===== config.mk =====
export PLATFORM = sky130hd
export DESIGN_NAME = mem_port_arbiter
export DESIGN_NICKNAME = d
export VERILOG_FILES = /design/src/rtl/mem_port_arbiter.sv
export SDC_FILE = /design/constraint.sdc
export NUM_CORES = 1
export LEC_CHECK = 0
export CAP_MARGIN = 20
export CELL_PAD_IN_SITES_DETAIL_PLACEMENT = 1
export CELL_PAD_IN_SITES_GLOBAL_PLACEMENT = 2
export CORE_ASPECT_RATIO = 0.8
export CORE_MARGIN = 1.5
export CORE_UTILIZATION = 24
export DETAILED_ROUTE_END_ITERATION = 10
export HOLD_SLACK_MARGIN = 0.08
export PLACE_DENSITY_LB_ADDON = 0.1
export SLEW_MARGIN = 20
export SYNTH_ARGS = -nofsm -noshare
export SYNTH_HDL_FRONTEND = slang
export SYNTH_SLANG_ARGS = --single-unit

===== constraint.sdc =====
create_clock -name clock -period 1.7 [get_ports clock]
set_input_delay 0.34 -clock clock [delete_from_list [all_inputs] [get_ports clock]]
set_output_delay 0.34 -clock clock [all_outputs]
set_load 0.01 [all_outputs]

===== src/rtl/mem_port_arbiter.sv =====
// Shares one memory port between instruction fetch and data access with a
// single outstanding transaction, data priority, fetch anti-starvation and response timeout.
module mem_port_arbiter #(
  parameter int ADDR_W       = 32,
  parameter int DATA_W       = 32,
  parameter int STARVE_LIMIT = 4,
  parameter int TIMEOUT      = 64
) (
  input  logic                clock,
  input  logic                reset,
  input  logic                i_req,
  input  logic [ADDR_W-1:0]   i_addr,
  output logic [DATA_W-1:0]   i_rdata,
  output logic                i_done,
  input  logic                d_req,
  input  logic                d_write,
  input  logic [ADDR_W-1:0]   d_addr,
  input  logic [DATA_W-1:0]   d_wdata,
  input  logic [DATA_W/8-1:0] d_be,
  output logic [DATA_W-1:0]   d_rdata,
  output logic                d_done,
  output logic                err,
  output logic                err_sticky,
  output logic                mem_valid,
  output logic                mem_write,
  output logic [ADDR_W-1:0]   mem_addr,
  output logic [DATA_W-1:0]   mem_wdata,
  output logic [DATA_W/8-1:0] mem_be,
  input  logic                mem_ready,
  input  logic                mem_rvalid,
  input  logic [DATA_W-1:0]   mem_rdata,
  output logic                if_stall,
  output logic                mem_stall
);

  localparam int BE_W = DATA_W / 8;
  localparam int ST_W = $clog2(STARVE_LIMIT + 1);
  localparam int TO_W = (TIMEOUT > 2) ? $clog2(TIMEOUT) : 1;
  localparam logic [ST_W-1:0] STARVE_Q = ST_W'(STARVE_LIMIT);
  localparam logic [TO_W-1:0] TO_LAST  = TO_W'(TIMEOUT - 1);

  typedef enum logic [1:0] {
    S_IDLE,
    S_REQ,
    S_WAIT,
    S_RESP
  } state_t;

  state_t              state_q, state_d;
  logic                owner_q, owner_d;  // 1 = data stage owns the port
  logic [ST_W-1:0]     streak_q, streak_d;
  logic [TO_W-1:0]     tcnt_q, tcnt_d;
  logic                mem_valid_q, mem_valid_d;
  logic                mem_write_q, mem_write_d;
  logic [ADDR_W-1:0]   mem_addr_q, mem_addr_d;
  logic [DATA_W-1:0]   mem_wdata_q, mem_wdata_d;
  logic [BE_W-1:0]     mem_be_q, mem_be_d;
  logic                i_done_q, i_done_d;
  logic                d_done_q, d_done_d;
  logic [DATA_W-1:0]   i_rdata_q, i_rdata_d;
  logic [DATA_W-1:0]   d_rdata_q, d_rdata_d;
  logic                err_q, err_d;
  logic                err_sticky_q, err_sticky_d;

  always_ff @(posedge clock) begin
    if (reset) begin
      state_q      <= S_IDLE;
      owner_q      <= 1'b0;
      streak_q     <= '0;
      tcnt_q       <= '0;
      mem_valid_q  <= 1'b0;
      mem_write_q  <= 1'b0;
      mem_addr_q   <= '0;
      mem_wdata_q  <= '0;
      mem_be_q     <= '0;
      i_done_q     <= 1'b0;
      d_done_q     <= 1'b0;
      i_rdata_q    <= '0;
      d_rdata_q    <= '0;
      err_q        <= 1'b0;
      err_sticky_q <= 1'b0;
    end else begin
      state_q      <= state_d;
      owner_q      <= owner_d;
      streak_q     <= streak_d;
      tcnt_q       <= tcnt_d;
      mem_valid_q  <= mem_valid_d;
      mem_write_q  <= mem_write_d;
      mem_addr_q   <= mem_addr_d;
      mem_wdata_q  <= mem_wdata_d;
      mem_be_q     <= mem_be_d;
      i_done_q     <= i_done_d;
      d_done_q     <= d_done_d;
      i_rdata_q    <= i_rdata_d;
      d_rdata_q    <= d_rdata_d;
      err_q        <= err_d;
      err_sticky_q <= err_sticky_d;
    end
  end

  always_comb begin
    state_d      = state_q;
    owner_d      = owner_q;
    streak_d     = streak_q;
    tcnt_d       = tcnt_q;
    mem_valid_d  = mem_valid_q;
    mem_write_d  = mem_write_q;
    mem_addr_d   = mem_addr_q;
    mem_wdata_d  = mem_wdata_q;
    mem_be_d     = mem_be_q;
    i_done_d     = 1'b0;
    d_done_d     = 1'b0;
    i_rdata_d    = i_rdata_q;
    d_rdata_d    = d_rdata_q;
    err_d        = 1'b0;
    err_sticky_d = err_sticky_q;

    case (state_q)
      S_IDLE: begin
        // Data wins unless it has already starved a waiting fetch long enough.
        if (d_req && (!i_req || (streak_q < STARVE_Q))) begin
          state_d     = S_REQ;
          owner_d     = 1'b1;
          mem_valid_d = 1'b1;
          mem_write_d = d_write;
          mem_addr_d  = d_addr;
          mem_wdata_d = d_wdata;
          mem_be_d    = d_be;
          if (i_req) begin
            if (streak_q != STARVE_Q) begin
              streak_d = streak_q + ST_W'(1);
            end
          end else begin
            streak_d = '0;
          end
        end else if (i_req) begin
          state_d     = S_REQ;
          owner_d     = 1'b0;
          mem_valid_d = 1'b1;
          mem_write_d = 1'b0;
          mem_addr_d  = i_addr;
          mem_wdata_d = '0;
          mem_be_d    = {BE_W{1'b1}};
          streak_d    = '0;
        end
      end

      S_REQ: begin
        if (mem_ready) begin
          state_d     = S_WAIT;
          mem_valid_d = 1'b0;
          tcnt_d      = '0;
        end
      end

      S_WAIT: begin
        if (mem_rvalid) begin
          state_d = S_RESP;
          if (owner_q) begin
            d_done_d = 1'b1;
            if (!mem_write_q) begin
              d_rdata_d = mem_rdata;
            end
          end else begin
            i_done_d  = 1'b1;
            i_rdata_d = mem_rdata;
          end
        end else if (tcnt_q == TO_LAST) begin
          state_d      = S_RESP;
          err_d        = 1'b1;
          err_sticky_d = 1'b1;
          if (owner_q) begin
            d_done_d  = 1'b1;
            d_rdata_d = '0;
          end else begin
            i_done_d  = 1'b1;
            i_rdata_d = '0;
          end
        end else begin
          tcnt_d = tcnt_q + TO_W'(1);
        end
      end

      S_RESP: begin
        state_d = S_IDLE;
      end

      default: begin
        state_d = S_IDLE;
      end
    endcase
  end

  assign i_rdata    = i_rdata_q;
  assign i_done     = i_done_q;
  assign d_rdata    = d_rdata_q;
  assign d_done     = d_done_q;
  assign err        = err_q;
  assign err_sticky = err_sticky_q;
  assign mem_valid  = mem_valid_q;
  assign mem_write  = mem_write_q;
  assign mem_addr   = mem_addr_q;
  assign mem_wdata  = mem_wdata_q;
  assign mem_be     = mem_be_q;

  // Stalls drop combinationally in the done cycle so the stage advances immediately.
  assign if_stall  = i_req & ~i_done_q;
  assign mem_stall = d_req & ~d_done_q;

endmodule


==> impl_metrics.env <==
export IMPL_utilization=0.411
export IMPL_ys_ff_latch=150
export IMPL_dieArea_um2=26400
export IMPL_fp_dieH_um=146
export IMPL_reg2reg_from="state_q[0]"
export IMPL_grt_ovfl_total=0
export IMPL_layout_nets=1029
export IMPL_drc=0
export IMPL_setup_viol_count_final=0
export IMPL_power_frac_comb=0.355
export IMPL_rows=51
export IMPL_slew_headroom=0.681
export IMPL_slowest_delay_ps=580
export IMPL_cts_buffer_depth=2
export IMPL_pwr_share_clk=0.295
export IMPL_r2r_slack_ps=90
export IMPL_drt_total_wl_mm=21.5
export IMPL_numCtsBuffers=17
export IMPL_synth_cell_types=47
export IMPL_grt_pass1_vias=6057
export IMPL_clock_skew_ps=15.2
export IMPL_ant_nets=0
export IMPL_core_area_um2=24600
export IMPL_peakVddDrop_mv=0.627
export IMPL_hold_class="in2reg"
export IMPL_syn_area_um2=6100
export IMPL_synth_top_area_share=0.492
export IMPL_drive_gt1_frac=0.165
export IMPL_period_needed_ps=1660
export IMPL_synthTopCellsByCount="dfxtp_1, nor2_1, a21oi_1"
export IMPL_swShare=0.339
export IMPL_cts_sinks=150
export IMPL_cp_depth=1
export IMPL_min_to="d_done"
export IMPL_cp_required_ps=1360
export IMPL_cts_tree="done"
export IMPL_grt_pass1_wl_mm=33.8
export IMPL_htree_levels=4
export IMPL_layoutNonFillerInstCount=1215
export IMPL_io_pins=279
export IMPL_root_buffer="clkbuf_16"
export IMPL_r2r_end="mem_wdata[0]"
export IMPL_grt_max_degree=86
export IMPL_seq_power_share=0.349
export IMPL_worstHoldStart="reset"
export IMPL_drv_cap=0
export IMPL_finalMaxSlewViolations=0
export IMPL_yosysWarningCount=0
export IMPL_drt_iter0_drc=188
export IMPL_yosys_area_top_type="dfxtp_1"
export IMPL_drtPass1Iterations=4
export IMPL_synth_edff_count=0
export IMPL_cts_clk_slew_worst_paths_ps=60
export IMPL_power_density_nw_per_um2=1230
export IMPL_crit_arrival_ps=1320
export IMPL_initial_core_util=0.248
export IMPL_cellLeakagePower_nw=4.71
export IMPL_clock_latency_ps=430
export IMPL_fillCellCount=2693
export IMPL_critPathKind="reg2out"
export IMPL_ys_top_cells_by_area="dfxtp_1, a22oi_2, mux2i_1"
export IMPL_min_period_over_period=0.974
export IMPL_rsz0062_at_grt="yes"
export IMPL_synth_most_common_cell="dfxtp_1"
export IMPL_worst_pin_slew_ps=479
export IMPL_design_area_um2=10100
export IMPL_critPathLaunchType="flop"
export IMPL_path_cells="clkdlybuf4s50_1"
export IMPL_via_count=5699
export IMPL_timing_fmax_ghz=0.604
export IMPL_dp_cells=1180
export IMPL_status="finished, final reports clean"
export IMPL_die_width_um=181
export IMPL_grt_antenna_before_repair=0
export IMPL_wl_per_cell_um=17.7
export IMPL_multi_input_area_um2=2770
export IMPL_cp_top_family="buffers and inverters"
export IMPL_place_hpwl_mm=15.6
export IMPL_hold_viol=0
export IMPL_startpoint="i_rdata[19]"
export IMPL_antenna_cells=0
export IMPL_end_kind="output pin"
export IMPL_seq_area_um2=3000
export IMPL_ys_async_sr_fraction=0
export IMPL_r2r_worst_path_cells=7
export IMPL_postSynthCellCount=603
export IMPL_path_max_fanout=2
export IMPL_io_buffer_count=278
export IMPL_place_area_um2=9360
export IMPL_p_switching_mw=4.24
export IMPL_worst_path_buf_inv=1
export IMPL_routed_via_density=4.69
export IMPL_min_path_cells=3
export IMPL_synth_nets=748
export IMPL_area_growth_pct=66.2
export IMPL_synth_ff_type="dfxtp_1"
export IMPL_p_int_mw=8.26
export IMPL_ys_seq_area_frac=0.492
export IMPL_routabilityCongestion=0.761
export IMPL_crit_slowest_cell="clkdlybuf4s50_1"
export IMPL_syn_area_per_cell_um2=10.1
export IMPL_grt_use_total=0.162
## final cells by class
class                   instances  area share
inverters                       5     0.00185
multi-input cells             392       0.273
repair buffers                318       0.333
clock inverters                14      0.0138
flip-flops and latches        150       0.296
well taps                     318      0.0393
clock buffers                  18      0.0423
## how the worst max path moves through the flow
stage | to | slack, ps
after CTS | mem_wdata[23] | 1
after detailed placement | mem_addr[4] | -320
after global placement | mem_be[1] | -230
after floorplan | mem_addr[11] | 140
after global routing | tcnt_q[5] | -10
final | i_rdata[19] | 40
## routing by layer
layer | wire length [um] | vias up | track usage
met5 | 0 | - | 0
met2 | 10400 | 159 | 0.272
met4 | 267 | 0 | 0.0421
li1 | - | 2754 | -
met3 | 1390 | 16 | 0.0528
met1 | 9510 | 2770 | 0.200
## cells in the final DEF, fill, tap and decap left out, types with 6 or more instances in the layout
cell	netlist	routed
clkbuf_16	0	19
nor2_2	30	31
a22o_1	32	32
a21oi_1	41	41
clkdlybuf4s50_1	0	195
dlymetal6s2s_1	0	60
nor2_1	51	50
dfxtp_1	150	150
o21ai_1	5	6
nand3_1	40	40
dlygate4sd2_1	0	22
nand2_1	9	9
a22oi_2	30	30
nor3_1	6	6
mux2i_1	33	33
a211oi_1	30	30
buf_4	1	28
o21ai_0	30	29
nand2b_1	6	6
buf_12	0	11
## cells by family after synthesis
group | share of synthesized area
AO/OA/AOI/OAI | 0.244
adder cells (fa/ha/maj) | 0.0123
buffers and inverters | 0.0605
flip-flops | 0.492
multiplexers | 0.0542
AND/OR/NAND/NOR | 0.136
## metrics by stage
step           TNS [ps]  power, mW  setup slack (ps)  hold WS, ps
3_3_place_gp     -14490       8.90              -232          458
6_report              0       12.5              44.7          292
3_5_place_dp     -19690       9.07              -318          458
4_1_cts               0       12.8              1.10          279
5_1_grt           -38.1       13.3             -14.4          296
2_1_floorplan         0       6.82               144          449
## power by group through the flow
stage	sequential [mW]	combinational [mW]	clock, mW
final	4.37	4.44	3.69
after global routing	4.43	4.86	4.02
after CTS	4.38	4.57	3.84
after detailed placement	4.45	4.62	0
after global placement	4.42	4.48	0
after floorplan	4.64	2.18	0
## flip-flops by register name (all words and copies together) (netlist names)
name,flops
state_q,2
mem_write,1
d_rdata,32
err_sticky,1
err,1
mem_addr,32
mem_be,4
mem_valid,1
mem_wdata,32
d_done,1
owner_q,1
streak_q,3
tcnt_q,6
i_done,1
i_rdata,32
## repair_timing
| item | in CTS | in global routing |
|---|---|---|
| gates resized for setup | 22 | 65 |
| cloned | 0 | 2 |
| buffers inserted | 0 | 1 |
| pin swaps | 0 | 1 |
| setup endpoints to repair | 22 | 111 |
| hold buffers | 0 | 0 |
| endpoints found under the hold margin | 0 | 0 |
Note: power is estimated with default switching activity, not from simulation.
